==> src/rtl/gpr_wb_arbiter_pkg.sv <==
// Shared CPU definitions for the GPR writeback path: default widths and
// the requester identities used by the writeback round-robin pointer.
package gpr_wb_arbiter_pkg;

    localparam int DATA_W_DEF = 32;
    localparam int REG_AW_DEF = 5;

    // Writeback requesters; the value doubles as the round-robin pointer
    // encoding (the pointer names the requester favoured on contention).
    typedef enum logic {
        REQ_ALU  = 1'b0,
        REQ_LOAD = 1'b1
    } req_id_e;

    // The requester that should be favoured after `id` was granted.
    function automatic req_id_e other_req(input req_id_e id);
        return (id == REQ_ALU) ? REQ_LOAD : REQ_ALU;
    endfunction

endpackage

==> src/rtl/gpr_scoreboard.sv <==
// Register scoreboard: one pending bit per GPR, set at issue and cleared
// by the GPR write, plus the combinational RAW/WAW hazard check.
module gpr_scoreboard
    import gpr_wb_arbiter_pkg::*;
#(
    parameter int REG_AW = REG_AW_DEF
) (
    input  logic              clk,
    input  logic              rst,
    input  logic              issue_valid,
    input  logic [REG_AW-1:0] issue_rd,
    input  logic [REG_AW-1:0] src1_rd,
    input  logic [REG_AW-1:0] src2_rd,
    input  logic              wr_en,
    input  logic [REG_AW-1:0] wr_rd,
    output logic              stall
);

    localparam int NREG = 1 << REG_AW;

    logic [NREG-1:0] pending;
    logic [NREG-1:0] set_mask;
    logic [NREG-1:0] clr_mask;
    logic [NREG-1:0] pending_next;

    // Hazard check: any pending source (RAW) or pending destination (WAW).
    // Bit 0 is never set, so r0 can never stall; reset masks the output.
    always_comb begin
        stall = 1'b0;
        if (!rst) begin
            stall = pending[src1_rd] | pending[src2_rd] |
                    (issue_valid & pending[issue_rd]);
        end
    end

    // Next pending vector: clear on write, then set on issue so that a
    // same-cycle set and clear of one register leaves it pending.
    always_comb begin
        set_mask = '0;
        clr_mask = '0;
        if (issue_valid && !stall && (issue_rd != '0)) begin
            set_mask[issue_rd] = 1'b1;
        end
        if (wr_en) begin
            clr_mask[wr_rd] = 1'b1;
        end
        pending_next    = (pending & ~clr_mask) | set_mask;
        pending_next[0] = 1'b0;
    end

    // Pending state register.
    always_ff @(posedge clk) begin
        if (rst) begin
            pending <= '0;
        end else begin
            pending <= pending_next;
        end
    end

endmodule

==> src/rtl/gpr_wb_arbiter.sv <==
// GPR writeback arbiter: round-robin between the ALU and load unit onto the
// single GPR write port through a one-cycle write stage, with the register
// scoreboard stalling decode on RAW/WAW hazards.
module gpr_wb_arbiter
    import gpr_wb_arbiter_pkg::*;
#(
    parameter int DATA_W = DATA_W_DEF,
    parameter int REG_AW = REG_AW_DEF
) (
    input  logic              clk,
    input  logic              rst,
    input  logic              a_valid,
    input  logic [REG_AW-1:0] a_rd,
    input  logic [DATA_W-1:0] a_data,
    output logic              a_ready,
    input  logic              b_valid,
    input  logic [REG_AW-1:0] b_rd,
    input  logic [DATA_W-1:0] b_data,
    output logic              b_ready,
    input  logic              issue_valid,
    input  logic [REG_AW-1:0] issue_rd,
    input  logic [REG_AW-1:0] src1_rd,
    input  logic [REG_AW-1:0] src2_rd,
    output logic              stall,
    output logic              RegWrite,
    output logic [REG_AW-1:0] WriteRegister,
    output logic [DATA_W-1:0] WriteData
);

    req_id_e           rr_ptr;
    logic              a_acc;
    logic              b_acc;
    logic              accept;
    logic [REG_AW-1:0] sel_rd;
    logic [DATA_W-1:0] sel_data;

    // Readies look only at the other side's valid and the pointer, never at
    // the other ready. The write stage never back-pressures, so a lone
    // requester is always taken; on contention only the favoured one is.
    always_comb begin
        a_ready = !rst && (!b_valid || (rr_ptr == REQ_ALU));
        b_ready = !rst && (!a_valid || (rr_ptr == REQ_LOAD));
    end

    // Grant decode and mux of the accepted request.
    always_comb begin
        a_acc    = a_valid && a_ready;
        b_acc    = b_valid && b_ready;
        accept   = a_acc || b_acc;
        sel_rd   = b_acc ? b_rd   : a_rd;
        sel_data = b_acc ? b_data : a_data;
    end

    // Round-robin pointer: after any acceptance favour the other requester.
    always_ff @(posedge clk) begin
        if (rst) begin
            rr_ptr <= REQ_LOAD;
        end else if (a_acc) begin
            rr_ptr <= other_req(REQ_ALU);
        end else if (b_acc) begin
            rr_ptr <= other_req(REQ_LOAD);
        end
    end

    // Write stage: register the accepted request; writes to r0 are consumed
    // without raising RegWrite. Reset discards anything in flight.
    always_ff @(posedge clk) begin
        if (rst) begin
            RegWrite      <= 1'b0;
            WriteRegister <= '0;
            WriteData     <= '0;
        end else begin
            RegWrite <= accept && (sel_rd != '0);
            if (accept) begin
                WriteRegister <= sel_rd;
                WriteData     <= sel_data;
            end
        end
    end

    gpr_scoreboard #(
        .REG_AW (REG_AW)
    ) u_scoreboard (
        .clk         (clk),
        .rst         (rst),
        .issue_valid (issue_valid),
        .issue_rd    (issue_rd),
        .src1_rd     (src1_rd),
        .src2_rd     (src2_rd),
        .wr_en       (RegWrite),
        .wr_rd       (WriteRegister),
        .stall       (stall)
    );

endmodule

==> config.mk <==
export PLATFORM = sky130hd
export DESIGN_NAME = gpr_wb_arbiter
export DESIGN_NICKNAME = d
export VERILOG_FILES = /design/src/rtl/gpr_wb_arbiter_pkg.sv /design/src/rtl/gpr_scoreboard.sv /design/src/rtl/gpr_wb_arbiter.sv
export SDC_FILE = /design/constraint.sdc
export NUM_CORES = 1
export LEC_CHECK = 0
export BUFFER_PORTS_ARGS = -buffer_cell sky130_fd_sc_hd__buf_2
export CELL_PAD_IN_SITES_DETAIL_PLACEMENT = 1
export CELL_PAD_IN_SITES_GLOBAL_PLACEMENT = 2
export CORE_AREA = 2 2 125 127
export DETAILED_ROUTE_END_ITERATION = 8
export DIE_AREA = 0 0 127 129
export PLACE_DENSITY = 0.81
export SETUP_SLACK_MARGIN = 0.4
export SYNTH_ARGS = -nofsm -noshare
export SYNTH_HDL_FRONTEND = slang
export SYNTH_SLANG_ARGS = --single-unit
==> constraint.sdc <==
create_clock -name clk -period 3.75 [get_ports clk]
set_clock_uncertainty 0.15 [all_clocks]
set_input_delay 0.75 -clock clk [delete_from_list [all_inputs] [get_ports clk]]
set_output_delay 0.75 -clock clk [all_outputs]
set_load 0.01 [all_outputs]
After elaboration in Yosys (flattened, before gate mapping)
Cells that the tools add are included.
{ "op_classes": {"n_bitwise": 7, "reduce_logical": 19, "n_mux": 15, "magnitude_cmp": 6} }
{ "ops": {"columns": ["op", "count"], "rows": [
  ["32-bit two-way mux", 3],
  ["32-bit bitwise AND", 1],
  ["32-bit inverter", 1],
  ["32-bit bitwise OR", 1],
  ["5-bit by 6-bit less-than comparator with 1-bit output (second input constant)", 4],
  ["1-bit binary-select mux with 5-bit select", 3],
  ["1-bit demux with 5-bit select", 2],
  ["5-bit by 1-bit >= comparator with 1-bit output (second input constant)", 2],
  ["5-bit nonzero test", 2],
  ["1-bit logical AND", 9],
  ["1-bit two-way mux", 6],
  ["5-bit two-way mux", 1],
  ["1-bit logical NOT", 4],
  ["1-bit logical OR", 3],
  ["1-bit bitwise OR", 2],
  ["2-bit OR reduction", 1],
  ["1-bit bitwise AND", 1],
  ["1-bit inverter", 1]
]} }
{ "word_totals": {"regBits": 71, "output_inout_bits": 41} }

Logic depth before layout (Yosys ltp)
{ "logic_depth": {"word_depth": 10, "mapped_depth": 10} }

Hierarchy
A second synthesis with hierarchy kept.
{ "unflattened": {"cells_unflattened": 456, "area_unflattened_um2": 4056.4} }
{ "by_module_without_submodules": {"columns": ["module", "area_each_um2", "n_inst", "cells_each"], "rows": [
  ["gpr_scoreboard", 2351.0, 1, 280],
  ["gpr_wb_arbiter", 1705.4, 1, 176]
]} }

Least setup slack after synthesis
No wires, ideal clock.
{ "synth_timing": {"kind": "input to output", "start": "input port src1_rd[2]", "end": "output port stall", "path_slack_ps": 488, "arrival_time_ps": 2362, "cell_stages": 8, "path_cell_list": "buf_6 > buf_4 > mux2i_1 > mux4_2 > o32a_1 > nand4b_1 > or2_0 > o21ba_2"} }
{ "synth_via": {"elab_chain_len": 5} }
{ "synth_lines": {"columns": ["element", "line", "source"], "rows": [
  ["start: declaration", "gpr_wb_arbiter.sv:22", "input logic [REG_AW-1:0] src1_rd,"],
  ["1-bit binary-select mux with 5-bit select", "gpr_scoreboard.sv:31", "stall = pending[src1_rd] | pending[src2_rd] |"],
  ["1-bit two-way mux (implied by the code)", "gpr_scoreboard.sv:31", null],
  ["1-bit bitwise OR (2 in a row)", "gpr_scoreboard.sv:31", null],
  ["1-bit two-way mux", "gpr_scoreboard.sv:30", "if (!rst) begin"],
  ["end: declaration", "gpr_wb_arbiter.sv:24", "output logic stall,"]
]} }
Every way passes these cells. The select of a mux whose other input is x is not followed.

Worst setup path in the final report
Same ends and word-level chain as after synthesis.

==> impl_metrics.env <==
export IMPL_grt_max_degree=59
export IMPL_postCtsHoldBufs=0
export IMPL_placed_cell_area_um2=5090
export IMPL_tightest_slew_ns=0.777
export IMPL_finalCritPeriodShare=0.894
export IMPL_worst_r2r_setup_slack_ns=1.17
export IMPL_synthTopCellsByArea="dfxtp_1 (33%), nand2_1 (7.9%), a311oi_1 (7.7%)"
export IMPL_drtAntennaViolNets=0
export IMPL_layout_min_cycle_time_ns=3.35
export IMPL_overflow=0
export IMPL_cts_root_buf="clkbuf_16"
export IMPL_antenna_found_initial=0
export IMPL_hp_class="register to register"
export IMPL_clk_path_buf_depth=2
export IMPL_io_pins=135
export IMPL_track_usage=0.202
export IMPL_nets=743
export IMPL_drcViolationCount=0
export IMPL_synth_enable_flop_cells=0
export IMPL_maxSlewViolCount=0
export IMPL_arrival_ns=2.45
export IMPL_finalInstanceArea_um2=5440
export IMPL_drt_iter0_drc=168
export IMPL_cts_inserted_buffers=9
export IMPL_synth_ff_type="dfxtp_1"
export IMPL_htreeDepth=3
export IMPL_cp_endpoint="stall"
export IMPL_cts_tree="done"
export IMPL_num_rows=45
export IMPL_timing_rr_start="u_scoreboard.pending[31]"
export IMPL_drv_cap=0
export IMPL_grt_setup_unrepaired="yes"
export IMPL_startpoint="src1_rd[2]"
export IMPL_die_w_um=127
export IMPL_hold_viol=0
export IMPL_power_leakage_nw=2.29
export IMPL_die_area_um2=16400
export IMPL_finalWeightedCongestion=0.899
export IMPL_setup_slack_ns=0.397
export IMPL_firstDrtPassIters=4
export IMPL_layout_common_cells="buf_2 (128), nand2_1 (91), dfxtp_1 (70), nor2_1 (53), nand3_1 (43)"
export IMPL_reg2reg_to="u_scoreboard.pending[29]"
export IMPL_worst_setup_path_end_kind="output pin"
export IMPL_final_common_cell="buf_2"
export IMPL_clock_latency_ns=0.34
export IMPL_vdd_drop_max_mv=0.180
export IMPL_syn2layout_area_growth_pct=26.4
export IMPL_relSlewSlack=0.480
export IMPL_seq_area_um2=1400
export IMPL_fin_tns_setup_ns=0
export IMPL_mappedNetlistNets=629
export IMPL_synth_top_cell_area_share=0.326
export IMPL_clock_sinks=70
export IMPL_syn_mean_instance_area_um2=8.05
export IMPL_synth_seq_cells=70
export IMPL_drive_above_1_share=0.313
export IMPL_status="complete, no violations"
export IMPL_yosysTopAreaCell="dfxtp_1"
export IMPL_io_buffers=134
export IMPL_cp_start_kind="input port"
export IMPL_core_area_um2=15000
export IMPL_start_util=0.287
export IMPL_fp_dieH_um=129
export IMPL_n_antenna_cell=0
export IMPL_fillers=1869
export IMPL_path_clk_slew_ns=0.05
export IMPL_seq_area_frac_synth=0.326
export IMPL_hold_depth=2
export IMPL_grt_pass1_vias=4848
export IMPL_hpwl_um=12200
export IMPL_critPathMaxFanout=12
export IMPL_wl_per_cell_um=19.4
export IMPL_setup_viol=0
export IMPL_syn_inst=535
export IMPL_place_ws_ns=0.175
export IMPL_cp_required_ns=2.85
export IMPL_async_flop_share=0
export IMPL_synth_area_um2=4300
export IMPL_vias_per_cell=5.45
export IMPL_grt_first_pass_wirelength_um=26000
export IMPL_yosysWarnings=0
export IMPL_reg2reg_depth=8
export IMPL_vias=4575
export IMPL_wl_um=16300
export IMPL_holdWs_ns=0.344
export IMPL_multi_input_area_um2=2660
export IMPL_fmax_ghz=0.298
export IMPL_synth_cell_types=47
export IMPL_path_class="input port to output pin"
export IMPL_power_density_nw_per_um2=358
==> sequential cells by signal, indices dropped and copies added, names as in the netlist <==
register / count
rr_ptr: 1
RegWrite: 1
WriteData: 32
u_scoreboard.pending: 31
WriteRegister: 5
==> metal layers <==
metal / wire (um) / vias up / GRT usage
li1: - / 2169 / -
met1: 7000 / 2206 / 0.254
met2: 7800 / 170 / 0.334
met3: 1160 / 30 / 0.0466
met4: 358 / 0 / 0.0873
met5: 0 / - / 0
==> power by group <==
part | switching [mW] | internal, mW
Combinational | 0.211 | 0.148
Sequential | 0.0329 | 0.783
Clock | 0.315 | 0.456
Total | 0.559 | 1.39
==> critical path, cell delays in order <==
cell and delay (ns):
buf_4 0.14, buf_8 0.15, mux2i_1 0.12, mux4_2 0.49
o32a_1 0.30, nand4b_1 0.11, or2_1 0.15, o21ba_2 0.14
buf_6 0.09
==> how the worst min path moves through the flow <==
stage / startpoint / to / slack (ns)
CTS: WriteData[7] / WriteData[7] / 0.35
global route: WriteData[16] / WriteData[16] / 0.38
floorplan: rr_ptr / rr_ptr / 0.32
global placement: WriteData[14] / WriteData[14] / 0.33
detailed placement: WriteData[7] / WriteData[7] / 0.34
finish: WriteData[7] / WriteData[7] / 0.34
==> area by class of cell <==
class                      count  area share
tap                          188      0.0432
sequential                    70       0.258
clock inverter                 2     0.00184
multi-input combinational    410       0.489
clock buffer                  12      0.0453
inverter                       8     0.00552
timing repair buffer         150       0.158
==> stage by stage <==
step,total power [mW],util,instances
5_1_grt,2.04,0.363,840
3_5_place_dp,1.18,0.340,823
3_3_place_gp,1.17,0.340,823
6_report,1.95,0.363,840
2_1_floorplan,1.04,-,535
4_1_cts,1.96,0.360,839
==> synth_stat cells (all sizes together), types with 2 or more instances <==
master and count:
nand2 91, dfxtp 70, buf 13, or2 7, nor4b 2, nand4b 4, nand2b 4, a311oi 38
or4 2, clkbuf 34, mux2i 31, inv 8, nand3 43, nor2b 18, o31ai 3, nor3 4
a22oi 2, or3 2, a21oi 4, o21ai 44, nand3b 19, nor3b 7, o32ai 5, nor2 53
mux4 10, o22ai 2
==> repair_timing <==
action,in CTS,in global routing
buffers inserted,2,1
pin swaps,3,5
setup endpoints to repair,1,1
resized for setup,10,9
==> cells by family after synthesis <==
| family | Yosys count | synth area share |
|---|---|---|
| compound gates | 108 | 0.193 |
| buf+inv | 55 | 0.0610 |
| flops | 70 | 0.326 |
| mux | 41 | 0.124 |
| simple gates | 261 | 0.296 |
Note: power is estimated with default switching activity, not from simulation.
